**src/rtl/mc_ctrl_pkg.sv**
```systemverilog
// Shared types and encodings for the multi-cycle ARM control unit.
// Holds the state enum, condition/cmd codes, mux-select encodings and the ALU decode helper.
package mc_ctrl_pkg;

    typedef enum logic [3:0] {
        FETCH    = 4'd0,
        DECODE   = 4'd1,
        MEMADR   = 4'd2,
        MEMREAD  = 4'd3,
        MEMWB    = 4'd4,
        MEMWRITE = 4'd5,
        EXECR    = 4'd6,
        EXECI    = 4'd7,
        ALUWB    = 4'd8,
        BRANCH   = 4'd9
    } state_t;

    localparam logic [3:0] COND_EQ = 4'b0000;
    localparam logic [3:0] COND_NE = 4'b0001;
    localparam logic [3:0] COND_CS = 4'b0010;
    localparam logic [3:0] COND_CC = 4'b0011;
    localparam logic [3:0] COND_MI = 4'b0100;
    localparam logic [3:0] COND_PL = 4'b0101;
    localparam logic [3:0] COND_VS = 4'b0110;
    localparam logic [3:0] COND_VC = 4'b0111;
    localparam logic [3:0] COND_HI = 4'b1000;
    localparam logic [3:0] COND_LS = 4'b1001;
    localparam logic [3:0] COND_GE = 4'b1010;
    localparam logic [3:0] COND_LT = 4'b1011;
    localparam logic [3:0] COND_GT = 4'b1100;
    localparam logic [3:0] COND_LE = 4'b1101;
    localparam logic [3:0] COND_AL = 4'b1110;

    localparam logic [3:0] CMD_ADD = 4'b0100;
    localparam logic [3:0] CMD_SUB = 4'b0010;
    localparam logic [3:0] CMD_AND = 4'b0000;
    localparam logic [3:0] CMD_ORR = 4'b1100;
    localparam logic [3:0] CMD_CMP = 4'b1010;

    localparam logic [1:0] ALU_ADD = 2'b00;
    localparam logic [1:0] ALU_SUB = 2'b01;
    localparam logic [1:0] ALU_AND = 2'b10;
    localparam logic [1:0] ALU_ORR = 2'b11;

    localparam logic [1:0] SRCB_REG  = 2'b00;
    localparam logic [1:0] SRCB_IMM  = 2'b01;
    localparam logic [1:0] SRCB_FOUR = 2'b10;

    localparam logic [1:0] RES_ALUOUT    = 2'b00;
    localparam logic [1:0] RES_DATA      = 2'b01;
    localparam logic [1:0] RES_ALURESULT = 2'b10;

    // Unrecognised commands fall back to ADD and still write the register file.
    function automatic logic [1:0] alu_decode(input logic [3:0] cmd);
        case (cmd)
            CMD_ADD: alu_decode = ALU_ADD;
            CMD_SUB: alu_decode = ALU_SUB;
            CMD_CMP: alu_decode = ALU_SUB;
            CMD_AND: alu_decode = ALU_AND;
            CMD_ORR: alu_decode = ALU_ORR;
            default: alu_decode = ALU_ADD;
        endcase
    endfunction

endpackage

```
**src/rtl/mc_control_fsm_cond_unit.sv**
```systemverilog
// NZCV flag register and condition-field evaluation.
// N,Z load on every flag update; C,V only load for arithmetic (ADD/SUB class) operations.
module cond_unit
    import mc_ctrl_pkg::*;
(
    input  logic       clk,
    input  logic       reset,
    input  logic [3:0] cond,
    input  logic [3:0] alu_flags,
    input  logic       flag_update,
    input  logic       arith,
    output logic       cond_ex,
    output logic [3:0] flags
);

    logic flag_we_nz;
    logic flag_we_cv;
    logic n, z, c, v;

    assign flag_we_nz = flag_update;
    assign flag_we_cv = flag_update & arith;
    assign {n, z, c, v} = flags;

    always_ff @(posedge clk or negedge reset) begin
        if (!reset) begin
            flags <= 4'b0000;
        end else begin
            if (flag_we_nz) flags[3:2] <= alu_flags[3:2];
            if (flag_we_cv) flags[1:0] <= alu_flags[1:0];
        end
    end

    always_comb begin
        cond_ex = 1'b0;
        case (cond)
            COND_EQ: cond_ex = z;
            COND_NE: cond_ex = ~z;
            COND_CS: cond_ex = c;
            COND_CC: cond_ex = ~c;
            COND_MI: cond_ex = n;
            COND_PL: cond_ex = ~n;
            COND_VS: cond_ex = v;
            COND_VC: cond_ex = ~v;
            COND_HI: cond_ex = c & ~z;
            COND_LS: cond_ex = ~c | z;
            COND_GE: cond_ex = (n == v);
            COND_LT: cond_ex = (n != v);
            COND_GT: cond_ex = ~z & (n == v);
            COND_LE: cond_ex = z | (n != v);
            COND_AL: cond_ex = 1'b1;
            default: cond_ex = 1'b0;
        endcase
    end

endmodule

```
**src/rtl/mc_control_fsm.sv**
```systemverilog
// Multi-cycle ARM main controller: state sequencing, Moore output decode and condition gating.
//   state    | meaning
//   FETCH    | read instruction at PC, PC <= PC+4
//   DECODE   | read registers, latch condition result
//   MEMADR   | compute load/store address
//   MEMREAD  | read data memory at ALUOut
//   MEMWB    | write loaded data to register file
//   MEMWRITE | write data memory at ALUOut
//   EXECR    | ALU op with register operand
//   EXECI    | ALU op with immediate operand
//   ALUWB    | write ALU result to register file
//   BRANCH   | PC <= branch target
module mc_control_fsm
    import mc_ctrl_pkg::*;
#(
    parameter int ALUCTL_W = 2
) (
    input  logic                clk,
    input  logic                reset,
    input  logic [3:0]          cond,
    input  logic [1:0]          op,
    input  logic [5:0]          funct,
    input  logic [3:0]          alu_flags,
    output logic                pc_write,
    output logic                adr_src,
    output logic                mem_write,
    output logic                ir_write,
    output logic                reg_write,
    output logic                alu_src_a,
    output logic [1:0]          alu_src_b,
    output logic [1:0]          result_src,
    output logic [ALUCTL_W-1:0] alu_control,
    output logic [3:0]          flags
);

    state_t     state_q;
    state_t     state_d;
    logic       cond_ex;
    logic       cond_ex_q;
    logic [1:0] alu_op;
    logic       arith;
    logic       no_write;
    logic       flag_update;

    assign alu_op      = alu_decode(funct[4:1]);
    assign arith       = (alu_op == ALU_ADD) || (alu_op == ALU_SUB);
    assign no_write    = (funct[4:1] == CMD_CMP);
    assign flag_update = ((state_q == EXECR) || (state_q == EXECI)) & funct[0] & cond_ex_q;

    cond_unit u_cond (
        .clk         (clk),
        .reset       (reset),
        .cond        (cond),
        .alu_flags   (alu_flags),
        .flag_update (flag_update),
        .arith       (arith),
        .cond_ex     (cond_ex),
        .flags       (flags)
    );

    always_ff @(posedge clk or negedge reset) begin
        if (!reset) begin
            state_q   <= FETCH;
            cond_ex_q <= 1'b0;
        end else begin
            state_q <= state_d;
            if (state_q == DECODE) cond_ex_q <= cond_ex;
        end
    end

    always_comb begin
        state_d = FETCH;
        case (state_q)
            FETCH:  state_d = DECODE;
            DECODE: begin
                case (op)
                    2'b01:   state_d = MEMADR;
                    2'b00:   state_d = funct[5] ? EXECI : EXECR;
                    2'b10:   state_d = BRANCH;
                    default: state_d = FETCH;
                endcase
            end
            MEMADR:  state_d = funct[0] ? MEMREAD : MEMWRITE;
            MEMREAD: state_d = MEMWB;
            EXECR:   state_d = ALUWB;
            EXECI:   state_d = ALUWB;
            default: state_d = FETCH;
        endcase
    end

    always_comb begin
        pc_write    = 1'b0;
        adr_src     = 1'b0;
        mem_write   = 1'b0;
        ir_write    = 1'b0;
        reg_write   = 1'b0;
        alu_src_a   = 1'b0;
        alu_src_b   = SRCB_REG;
        result_src  = RES_ALUOUT;
        alu_control = '0;
        case (state_q)
            FETCH: begin
                alu_src_a  = 1'b1;
                alu_src_b  = SRCB_FOUR;
                result_src = RES_ALURESULT;
                ir_write   = 1'b1;
                pc_write   = 1'b1;
            end
            DECODE: begin
                alu_src_a  = 1'b1;
                alu_src_b  = SRCB_FOUR;
                result_src = RES_ALURESULT;
            end
            MEMADR:  alu_src_b = SRCB_IMM;
            MEMREAD: adr_src = 1'b1;
            MEMWB: begin
                result_src = RES_DATA;
                reg_write  = cond_ex_q;
            end
            MEMWRITE: begin
                adr_src   = 1'b1;
                mem_write = cond_ex_q;
            end
            EXECR: begin
                alu_src_b   = SRCB_REG;
                alu_control = ALUCTL_W'(alu_op);
            end
            EXECI: begin
                alu_src_b   = SRCB_IMM;
                alu_control = ALUCTL_W'(alu_op);
            end
            ALUWB: begin
                result_src = RES_ALUOUT;
                reg_write  = cond_ex_q & ~no_write;
            end
            BRANCH: begin
                alu_src_b  = SRCB_IMM;
                result_src = RES_ALURESULT;
                pc_write   = cond_ex_q;
            end
            default: ;
        endcase
        // Strobes must be dead the instant reset asserts, even though FETCH drives them high.
        if (!reset) begin
            pc_write  = 1'b0;
            ir_write  = 1'b0;
            reg_write = 1'b0;
            mem_write = 1'b0;
        end
    end

endmodule

```
**config.mk**
```make
export PLATFORM = sky130hd
export DESIGN_NAME = mc_control_fsm
export DESIGN_NICKNAME = d
export VERILOG_FILES = /design/src/rtl/mc_ctrl_pkg.sv /design/src/rtl/mc_control_fsm_cond_unit.sv /design/src/rtl/mc_control_fsm.sv
export SDC_FILE = /design/constraint.sdc
export NUM_CORES = 1
export LEC_CHECK = 0
export BUFFER_PORTS_ARGS = -buffer_cell sky130_fd_sc_hd__buf_4
export CORE_UTILIZATION = 45
export DETAILED_ROUTE_END_ITERATION = 8
export HOLD_SLACK_MARGIN = 0.06
export PLACE_DENSITY = 0.75
export SLEW_MARGIN = 20
export SYNTH_ARGS = -nofsm -noshare
export SYNTH_HDL_FRONTEND = slang
export SYNTH_SLANG_ARGS = --single-unit
```
**constraint.sdc**
```tcl
create_clock -name clk -period 2.1 [get_ports clk]
set_input_delay 0.42 -clock clk [delete_from_list [all_inputs] [get_ports clk]]
set_output_delay 0.42 -clock clk [all_outputs]
set_load 0.005 [all_outputs]
```
==> impl_results.md <==
* Mapped Cells at 97
* Fin cells at 154
* Lkg Pwr at 0.514 nW
* Cells after DPL at 149
* Num rows at 15
* Worst rel slew slack at 71.1%
* Layout area overhead at 34.2%
* Crit end category: output pin
* Cell Area, Synth at 827 sq um
* Commonest non-fill, non-tap cell in the layout: buf_4
* Via count at 828
* PwrDens at 1060 nW/um^2
* WL final at 1920 microns
* Reg2reg setup slack at 0.45 ns
* Share of the synthesized area in the top cell type at 27.2%
* Die Span Y at 44.9 microns
* Clk sinks at 9
* Critical Path, Cell by Cell: nand2b_1, o21ai_1, nor4b_1, buf_4
* Critical path class: flop to output pin
* Width of the die at 44.9 microns
* Worst Path Required at 1.68 ns
* CTS tree: yes
* DRC errors left at 0
* Seq/Total Area, Yosys at 27.2%
* PortBufs at 33
* Routed wire per std cell at 12.5 microns
* Final HPWL from detailed placement at 1420 microns
* Num ports at 34
* GRT overflow at 0
* Vias/cell at 5.38
* Routability Congestion at 0.804
* Fraction of layout instances using a drive strength above 1 at 36.4%
* Root Buffer: clkbuf_4
* Max stage delay on crit path at 0.50 ns
* Vias in the first global route at 746
* Leading area contributor after synthesis: dfrtp_1
* Shortest period the worst path allows at 1.95 ns
* Hold slack final at 0.382 ns
* Net count after synthesis at 115
* H-tree levels at 1
* R2R depth at 4
* Clk_skew at 0.00879 ns
* Initial antenna violation count at 0
* Number of synthesized flops with an enable pin at 0
* Post-CTS Setup Bufs at 0
* Global-route wire length before repair at 3310 microns
* Maxcap violations at 0
* Crit Path Max Fanout at 13
* R2R Path Start: state_q[1]
* RSZ-0062 raised after global routing: no
* Hold path cells at 2
* Syn_area_per_cell at 8.53 sq um
* Clk Latency, worst-skew pair at 0.26 ns
* Startpoint types: flop
* Cell variety after synth at 47
* Core region area at 1730 sq um
* Tot Pwr at 0.00118 W
* Slew Limit Fails at 0
* FMAX at 512 MHz
* Commonest cells after routing, fill and taps aside: buf_4, nor3_1, dfrtp_1
* DRT Pass-1 Iters at 4
* Synth warn at 0
* Endpoints failing setup at 0
* Final ANT Viol Nets at 0
* Sum Neg Setup Slack at 0 ns
* Worst path slowest cell: dfrtp_2
* Dominant cells by area after synthesis: dfrtp_1, nor3_1, mux2_1
* Drt first-iter violations at 16
* Maximum vdd drop at 585 uV
* CTS clock-pin slew for the worst setup and hold paths at 0.07 ns
* Starting Density at 47.9%
* Slew @ Worst Pin at 0.432 ns
* Flops & latches, synth at 9
* Clock Tree Buf Depth at 2
* Die area at 2010 sq um
* Final Cycle Share at 93.0%
* Worst setup path endpoint: reg_write
* Worst hold path class: primary input to flop
* Synth Flop Type: dfrtp_1
* Asr flop ratio synth at 100%
* Total CTS buffers at 3
* Final hold vios at 0
* Crit. Startpoint: state_q[2]
* All-Layer GR Usage at 22.7%
* Ant diodes at 0
* Largest net degree at the start of global routing at 14
* Reg2reg end: u_cond.flags[1]
* Final #Nets at 148
* Critical path arrival at 1.53 ns
* Status: finished clean
what timing repair did:
action                     4_1_cts  5_1_grt
hold endpoints to repair         9        0
resized for setup                0        1
hold buffers                     1        0
setup endpoints to repair        0        1
metrics by stage:
step / utilization (%) / instance area [sq um] / worst slack [ns]
floorplan: - / 827 / 0.584
global placement: 62.1 / 1070 / 0.453
detailed placement: 62.1 / 1070 / 0.374
CTS: 64.2 / 1110 / 0.0703
global route: 64.3 / 1110 / 0.0510
finish: 64.3 / 1110 / 0.147
cell usage after synthesis, drive strengths merged (3+ instances only):
| cell | n |
|---|---|
| dfrtp | 9 |
| nor3 | 9 |
| o21ai | 7 |
| buf | 6 |
| nor2 | 6 |
| mux2 | 5 |
| nand2 | 5 |
| nor3b | 5 |
| nand2b | 4 |
| inv | 3 |
| mux2i | 3 |
| xor2 | 3 |
power by group:
part	switching, W	internal, W	total, W
sequential	0.000153	0.000244	0.000397
clock	0.0000603	0.0000731	0.000133
combinational	0.000267	0.000378	0.000646
total	0.000481	0.000696	0.00118
worst min-delay path by stage:
stage                            start               to  slack, ns
final                     alu_flags[0]  u_cond.flags[0]       0.38
after global routing      alu_flags[1]  u_cond.flags[1]       0.37
after CTS                 alu_flags[0]  u_cond.flags[0]       0.38
after detailed placement         reset       state_q[0]       0.26
after global placement           reset       state_q[0]       0.26
after floorplan                  reset        cond_ex_q       0.12
cells by family after synthesis:
group,synth area share (%)
compound gates,16.6
flops,27.2
buf+inv,6.35
simple gates,34.0
mux,10.4
xor+xnor,5.30
sequential cells by signal (all words and copies together) (netlist names):
signal	cells
cond_ex_q	1
u_cond.flags	4
state_q	4
area by class of cell:
class | count | area [sq um]
clock buffers | 4 | 26.3
repair buffers | 35 | 265
flip-flops and latches | 9 | 226
multi-input cells | 78 | 549
inverters | 3 | 11.3
well taps | 25 | 31.3
fillers | 164 | 617
metal layers:
| layer | up-vias | track usage [%] | wire (microns) | part of all wire (%) |
|---|---|---|---|---|
| li1 | 425 | - | - | - |
| met1 | 380 | 32.2 | 937 | 49 |
| met2 | 21 | 32.9 | 903 | 47 |
| met3 | 2 | 6.00 | 64 | 3.3 |
| met4 | 0 | 9.09 | 17 | 0.88 |
| met5 | - | 0 | 0 | 0 |
critical path, delay by kind of cell (launching register included):
| family | cells | cell delay [ns] |
|---|---|---|
| flops | 1 | 0.50 |
| simple gates | 2 | 0.48 |
| buf+inv | 1 | 0.17 |
| compound gates | 1 | 0.13 |
Power figures use the tool's default switching activity.
